===== src/rtl/mem_bist_arbiter.sv =====
// mem_bist_arbiter: shares the single-port TMemory between the functional host
// port and BIST_FSM, and sequences BIST sessions
// (IDLE -> DRAIN -> BIST -> RELEASE).
module mem_bist_arbiter #(
  parameter int ADDR_W = 8,
  parameter int DATA_W = 8,
  parameter int LEN_W  = 10
) (
  input  logic              clk,
  input  logic              rst_n,
  // host port
  input  logic              host_req,
  input  logic              host_we,
  input  logic [ADDR_W-1:0] host_addr,
  input  logic [DATA_W-1:0] host_wdata,
  output logic              host_gnt,
  output logic [DATA_W-1:0] host_rdata,
  output logic              host_rvalid,
  // session control
  input  logic              bist_req,
  input  logic [ADDR_W-1:0] bist_start_addr,
  input  logic [ADDR_W-1:0] bist_end_addr,
  input  logic [LEN_W-1:0]  bist_len,
  output logic              bist_busy,
  output logic              bist_done,
  output logic              bist_err,
  // BIST_FSM side
  output logic              runbist_en,
  output logic              idle_en,
  output logic [ADDR_W-1:0] start_addr,
  output logic [ADDR_W-1:0] end_addr,
  input  logic              bist_read_mem,
  input  logic [ADDR_W-1:0] bist_mem_addr,
  // TMemory side
  output logic              mem_write_en,
  output logic              mem_read_en,
  output logic [ADDR_W-1:0] mem_addr,
  output logic [DATA_W-1:0] mem_write_data,
  input  logic [DATA_W-1:0] mem_read_data
);

  typedef enum logic [1:0] {
    S_IDLE    = 2'd0,
    S_DRAIN   = 2'd1,
    S_BIST    = 2'd2,
    S_RELEASE = 2'd3
  } state_t;

  state_t              r_state;
  state_t              w_next;
  logic [LEN_W-1:0]    r_cnt;
  logic [ADDR_W-1:0]   r_start;
  logic [ADDR_W-1:0]   r_end;
  logic                r_done;
  logic                r_err;
  logic                r_rvalid;
  logic [DATA_W-1:0]   r_rdata;
  logic                w_accept;
  logic                w_reject;
  logic                w_last;
  logic [LEN_W-1:0]    w_len_eff;

  // A zero run length still gives one BIST cycle
  assign w_len_eff = (bist_len == '0) ? LEN_W'(1) : bist_len;

  // Next-state decode plus memory-port ownership mux
  always_comb begin
    w_next         = r_state;
    w_accept       = 1'b0;
    w_reject       = 1'b0;
    w_last         = 1'b0;
    host_gnt       = 1'b0;
    mem_write_en   = 1'b0;
    mem_read_en    = 1'b0;
    mem_addr       = '0;
    mem_write_data = '0;
    case (r_state)
      S_IDLE: begin
        host_gnt       = host_req;
        mem_write_en   = host_req & host_we;
        mem_read_en    = host_req & ~host_we;
        mem_addr       = host_addr;
        mem_write_data = host_wdata;
        if (bist_req) begin
          if (bist_start_addr <= bist_end_addr) begin
            w_accept = 1'b1;
            w_next   = S_DRAIN;
          end else begin
            w_reject = 1'b1;
          end
        end
      end
      S_DRAIN: begin
        w_next = S_BIST;
      end
      S_BIST: begin
        mem_read_en = bist_read_mem;
        mem_addr    = bist_mem_addr;
        // <= rather than == so a corrupted zero count cannot wrap into a long run
        if (r_cnt <= LEN_W'(1)) begin
          w_last = 1'b1;
          w_next = S_RELEASE;
        end
      end
      S_RELEASE: begin
        w_next = S_IDLE;
      end
      default: begin
        w_next = S_IDLE;
      end
    endcase
  end

  // State register
  always_ff @(posedge clk) begin
    if (!rst_n) begin
      r_state <= S_IDLE;
    end else begin
      r_state <= w_next;
    end
  end

  // Window latch and run-length counter, frozen once a session is accepted
  always_ff @(posedge clk) begin
    if (!rst_n) begin
      r_cnt   <= '0;
      r_start <= '0;
      r_end   <= '0;
    end else if (w_accept) begin
      r_cnt   <= w_len_eff;
      r_start <= bist_start_addr;
      r_end   <= bist_end_addr;
    end else if (r_state == S_BIST) begin
      r_cnt <= r_cnt - LEN_W'(1);
    end
  end

  // Completion pulse: high during RELEASE, or the cycle after a rejected request
  always_ff @(posedge clk) begin
    if (!rst_n) begin
      r_done <= 1'b0;
      r_err  <= 1'b0;
    end else begin
      r_done <= w_reject | w_last;
      r_err  <= w_reject;
    end
  end

  // Host read return tracking; BIST reads never mark a host return
  always_ff @(posedge clk) begin
    if (!rst_n) begin
      r_rvalid <= 1'b0;
      r_rdata  <= '0;
    end else begin
      r_rvalid <= host_gnt & ~host_we;
      if (r_rvalid) begin
        r_rdata <= mem_read_data;
      end
    end
  end

  // The memory already registers its read data, so the return cycle passes it
  // through; r_rdata holds the last host read data afterwards and ignores BIST reads.
  assign host_rdata  = r_rvalid ? mem_read_data : r_rdata;
  assign host_rvalid = r_rvalid;

  assign runbist_en  = (r_state == S_BIST);
  assign idle_en     = (r_state == S_BIST);
  assign bist_busy   = (r_state != S_IDLE);
  assign bist_done   = r_done;
  assign bist_err    = r_err;
  assign start_addr  = r_start;
  assign end_addr    = r_end;

endmodule


===== config.mk =====
export PLATFORM = sky130hd
export DESIGN_NAME = mem_bist_arbiter
export DESIGN_NICKNAME = d
export VERILOG_FILES = /design/src/rtl/mem_bist_arbiter.sv
export SDC_FILE = /design/constraint.sdc
export NUM_CORES = 1
export LEC_CHECK = 0
export CORE_MARGIN = 3
export CORE_UTILIZATION = 37
export CTS_BUF_LIST = sky130_fd_sc_hd__clkbuf_2
export DETAILED_ROUTE_END_ITERATION = 8
export PLACE_DENSITY = 0.83
export RECOVER_POWER = 100
export SLEW_MARGIN = 20
export SYNTH_ARGS = -nofsm -noshare
export SYNTH_HDL_FRONTEND = slang
export SYNTH_SLANG_ARGS = --single-unit

===== constraint.sdc =====
create_clock -name clk -period 2.2 [get_ports clk]
set_input_delay 0.66 -clock clk [delete_from_list [all_inputs] [get_ports clk]]
set_output_delay 0.66 -clock clk [all_outputs]
set_load 0.1 [all_outputs]

## Word level (Yosys, flattened, before mapping)

Cells that the tools add are included.

| operators by class | value |
|---|---|
| magnitude comparators | 2 |
| reductions and logical operators | 5 |
| bitwise gates (word level) | 5 |
| equality and inequality tests | 6 |
| $add $sub $neg | 1 |
| mux-type cells | 21 |

Operators by type and width:

| kind | number |
|---|---|
| 2-to-1 mux 10 bit | 3 |
| 2-to-1 mux 8 bit | 2 |
| one-hot mux 8 bit (2 select lines) | 1 |
| less-or-equal comparator 10 x 1 -> 1 bit (second input constant) | 1 |
| zero test 10 bit | 1 |
| 2-to-1 mux 1 bit | 10 |
| subtractor 10 x 1 -> 10 bit (second input constant) | 1 |
| less-or-equal comparator 8 bit | 1 |
| one-hot mux 2 bit (4 select lines) | 1 |
| 2-to-1 mux 2 bit | 3 |
| == test 2 bit (second input constant) | 2 |
| inequality test 2 bit (second input constant) | 2 |
| nonzero test 2 bit | 2 |
| bitwise AND 1 bit | 3 |
| AND reduction 3 bit | 1 |
| == test 2 x 1 -> 1 bit (second input constant) | 1 |
| zero test 2 bit | 1 |
| inequality test 2 x 1 -> 1 bit (second input constant) | 1 |
| one-hot mux 1 bit (2 select lines) | 1 |
| NOT 1 bit | 1 |
| OR 1 bit | 1 |

| storage, ports and cells | value |
|---|---|
| flip-flop bits (word level) | 39 |
| word-level logic and storage cells | 48 |

## Longest topological paths before layout

| depth | value |
|---|---|
| depth in word-level cells | 5 |
| depth in mapped cells | 9 |
| gate-level depth less buffers | 7 |

## Worst setup path after synthesis

Ideal clock, no wire load.

| timing path | value |
|---|---|
| path kind | register -> output |
| from | register r_state[0] |
| to | output mem_read_en |
| path slack | -1.516 ns |
| buffers on the path | 1 |
| cell stages (with the launch flop) | 6 |
| data arrival time | 3.056 ns |
| path through | dfxtp_1 -> inv_1 -> ha_1 -> clkbuf_1 -> nand2_1 -> o21ai_0 |

| on the way | value |
|---|---|
| cells in the longest elaborated chain, start to end | 2 |
| elaborated cells between the ends (all ways) | 3 |

RTL lines:

| item | line | RTL |
|---|---|---|
| start, declared | 49 | `state_t r_state;` |
| start signal, assigned | 119 | `r_state <= w_next;` |
| == test 2 bit or zero test 2 bit (tied branches) | 77 | `case (r_state)` |
| one-hot mux 1 bit (2 select lines) (*) | 77 |  |
| end, declared | 36 | `output logic mem_read_en,` |

Mark *: on every way between the ends. The rest lies on a longest branch, timed or not.

## Worst setup path after layout

| timing path | value |
|---|---|
| from | input mem_read_data[0] |
| to | output host_rdata[0] |

| on the way | value |
|---|---|
| cells in the longest elaborated chain, start to end | 1 |

RTL lines:

| item | line | RTL |
|---|---|---|
| start, declared | 39 | `input logic [DATA_W-1:0] mem_read_data` |
| 2-to-1 mux 8 bit | -- |  |
| end, declared | 17 | `output logic [DATA_W-1:0] host_rdata,` |

Every way passes these cells.

==> impl_summary.txt <==
----------------------------------------------------
[Routing]
  Count of routing violations after the opening detailed-route iteration ... 67
  Detail-routed via count per cell ... 4.98
  DRC violation count after routing ... 0
  Antenna Nets Post-Route ... 0
  Top routing layer in use ... met4
  Routed length per placed instance ... 16.0 um
  Routed met1 length ... 2990 um
  Detailed Route WL ... 7440 um
  Total iterations of the first detailed-routing run ... 4
  Met3 Routed Length ... 548 um
  Met2 Wirelength ... 3750 um
  Total via count in the routed design ... 2,310

[Critical path]
  List of cells traversed by the critical path ... clkdlybuf4s50_1, mux2_1, buf_12
  Critical path startpoint category ... input pin
  Worst Setup End Kind ... output pin
  Crit-path max FO ... 2
  Cell with the biggest individual delay on the critical path ... clkdlybuf4s50_1
  Max incr delay on CP ... 0.40 ns
  Start-to-end type of the worst setup path ... in2out
  Data arrival time of the critical path ... 1.60 ns
  Worst EP required ... 1.54 ns

[Die]
  Effective utilization at floorplan ... 0.390
  Placeable core area ... 5610 sq um
  Die outline width ... 82.9 um
  Y dimension of the die ... 82.9 um
  Die Outline Area ... 6870 sq um
  Total number of placement rows ... 27
  I/O pin count ... 113

[Power and ir drop]
  Post-layout total power ... 6.16 mW
  Peak VDD IR ... 0.00104 V
  Total power per unit cell area ... 1480 nW/um^2
  Leakage power summed over all cells ... 1.92 nW

[Yosys]
  Post-Syn Nets ... 331
  Part of the Yosys area used for sequential elements ... 0.357
  Synthesis-stage register bit count ... 39
  Area share of the leading cell type in the synthesized netlist ... 0.357
  Number of standard cells after synthesis ... 255
  Largest cells by area after synthesis ... dfxtp_1 36%, mux2i_1 12%, nand2_1 10%
  Post-synth cell types ... 34
  Cell area after synthesis ... 2190 sq um
  Cell accounting for the most synthesized area ... dfxtp_1
  Avg Cell Area, Syn ... 8.58 sq um
  Total of warnings raised by yosys ... 0

[CTS]
  Clock H-tree levels ... 2
  Register clock-pin slew on the reported worst setup and hold paths ... 0.20 ns
  Hold buffer count at CTS ... 0
  Number of buffers created by CTS ... 5
  Total clock sinks ... 39
  CTS Root Buffer Type ... clkbuf_2
  Clock latency on the worst-skew pair ... 0.41 ns
  Number of buffers on the longest clock path ... 2
  Clock tree from TritonCTS ... done

[GRT]
  Number of antenna violations at the first check in global routing ... 0
  GRT Util Overall ... 0.201
  Global-route wire length before repair ... 11,600 um
  Via count of the first global-routing pass ... 2,362
  Maximum number of pins on one net before global-route repair ... 29
  Total congestion overflow ... 0

[Min path]
  Worst hold path class ... reg2reg

[Status]
  Outcome ... finished with violations
  Failing checks ... setup timing

[Placement]
  Worst slack at placement ... -0.538 ns
  Post-DP HPWL ... 5160 um
  IO Port Bufs ... 112
  RePlAce Congestion ... 0.800

[Layout]
  Diode count ... 0
  Final net count ... 467
  Fraction of final layout cells with drive strength greater than 1 ... 0.349
  Most common library cell in the layout ignoring fill and taps ... nand2_1
  Most frequent cells in the layout ... 57 x nand2_1, 40 x clkdlybuf4s50_1, 36 x dfxtp_1
  Final Util ... 0.743
  Area growth syn-to-layout ... 90.5%
  Number of fill cells in the layout ... 398

[Timing]
  Number of hold violations in the final report ... 0
  Slew @ Worst Pin ... 0.563 ns
  Worst slew slack as a fraction of its limit ... 0.626
  Share of the clock period used by the worst path after layout ... 1.03
  Clock period minus worst slack ... 2.26 ns
  Final Slew Violations ... 0
  Setup repair after global routing missed its margin ... true
  Highest attainable clock frequency ... 442 MHz
  Final WS setup ... -0.0612 ns
  Largest clock skew in the final design ... 0.0287 ns
  Final setup vio count ... 23

[Run]
  Count of max-cap constraint violations ... 0

----------------------------------------------------
-- Yosys cell counts --
library cell and n:
or4_4 1, nand3_1 2, nor2b_1 1, or4b_4 1, dfxtp_1 39, nor3_1 5
mux2_2 8, xor2_1 3, a2111oi_0 1, mux2i_1 27, o41ai_2 1, a211oi_1 1
ha_1 12, a21oi_1 4, xnor2_1 6, nand2_1 59, o211ai_1 2, a22o_1 8
or3_1 1, o221ai_1 1, nor4_1 3, o21bai_1 1, inv_1 15, o221a_1 1
o21ai_0 3, nor2_1 9, buf_2 2, and2_1 16, buf_4 3, nor4b_2 1
clkbuf_1 11, o21a_1 1, and3_1 1, nand4_1 5
-- stage by stage --
stage	instances	TNS, ns	hold WS, ns	cell area, sq um
floorplan	255	-0.304	0.480	2320
global placement	441	-13.59	0.444	3850
detailed placement	441	-15.22	0.450	3850
CTS	459	-0.540	0.478	4160
global route	464	-3.72	0.501	4170
finish	464	-0.732	0.474	4170
-- logic make-up after synthesis --
| group | after synthesis | share of synthesized area |
|---|---|---|
| AOI/OAI and AO/OA | 24 | 0.0858 |
| xor gates and xnor gates | 9 | 0.0360 |
| adders and majority gates | 12 | 0.0686 |
| buffers and inverters | 31 | 0.0595 |
| DFF | 39 | 0.357 |
| muxes | 35 | 0.165 |
| and+or+nand+nor | 105 | 0.228 |
-- final timing paths --
check,startpoint,to,slack (ns),depth (start not counted)
setup / recovery,mem_read_data[0],host_rdata[0],-0.06,3
hold / removal,end_addr[0],end_addr[0],0.47,2
setup reg to reg,r_state[0],r_cnt[7],0.09,9
hold reg to reg,end_addr[0],end_addr[0],0.47,2
-- report_power, final --
part	internal, mW	switching [mW]
Sequential	0.853	0.143
Clock	0.305	0.257
Combinational	1.74	2.87
-- critical path: cells and delay by family --
kind	cells	cell delay, ns
multiplexers	1	0.35
buffers and inverters	2	0.59
-- flip-flops by register name, indices dropped and copies added (netlist names) --
| name | cells |
|---|---|
| bist_done | 1 |
| bist_err | 1 |
| end_addr | 8 |
| host_rvalid | 1 |
| r_cnt | 10 |
| r_rdata | 8 |
| r_state | 2 |
| start_addr | 8 |
-- what timing repair did --
action	in CTS	in global routing
resized for setup	39	33
gates cloned	2	1
endpoints found under the hold margin	0	0
endpoints found under the setup margin	51	57
buffers inserted	8	4
pin swaps	10	10
-- area by class of cell --
type	count	area, sq um	area share
clock buffers	5	25.0	0.00601
clock inverters	3	67.6	0.0162
inverters	15	60.1	0.0144
multi-input cells	185	1510	0.362
flip-flops and latches	39	787	0.189
well taps	72	90.1	0.0216
repair buffers	145	1630	0.391
-- routing by layer --
metal | vias to the layer above | global-route usage
met2 | 97 | 0.365
met5 | - | 0
met4 | 0 | 0.0446
met3 | 15 | 0.0724
met1 | 1068 | 0.224
li1 | 1130 | -
(Power assumes the default switching activity.)
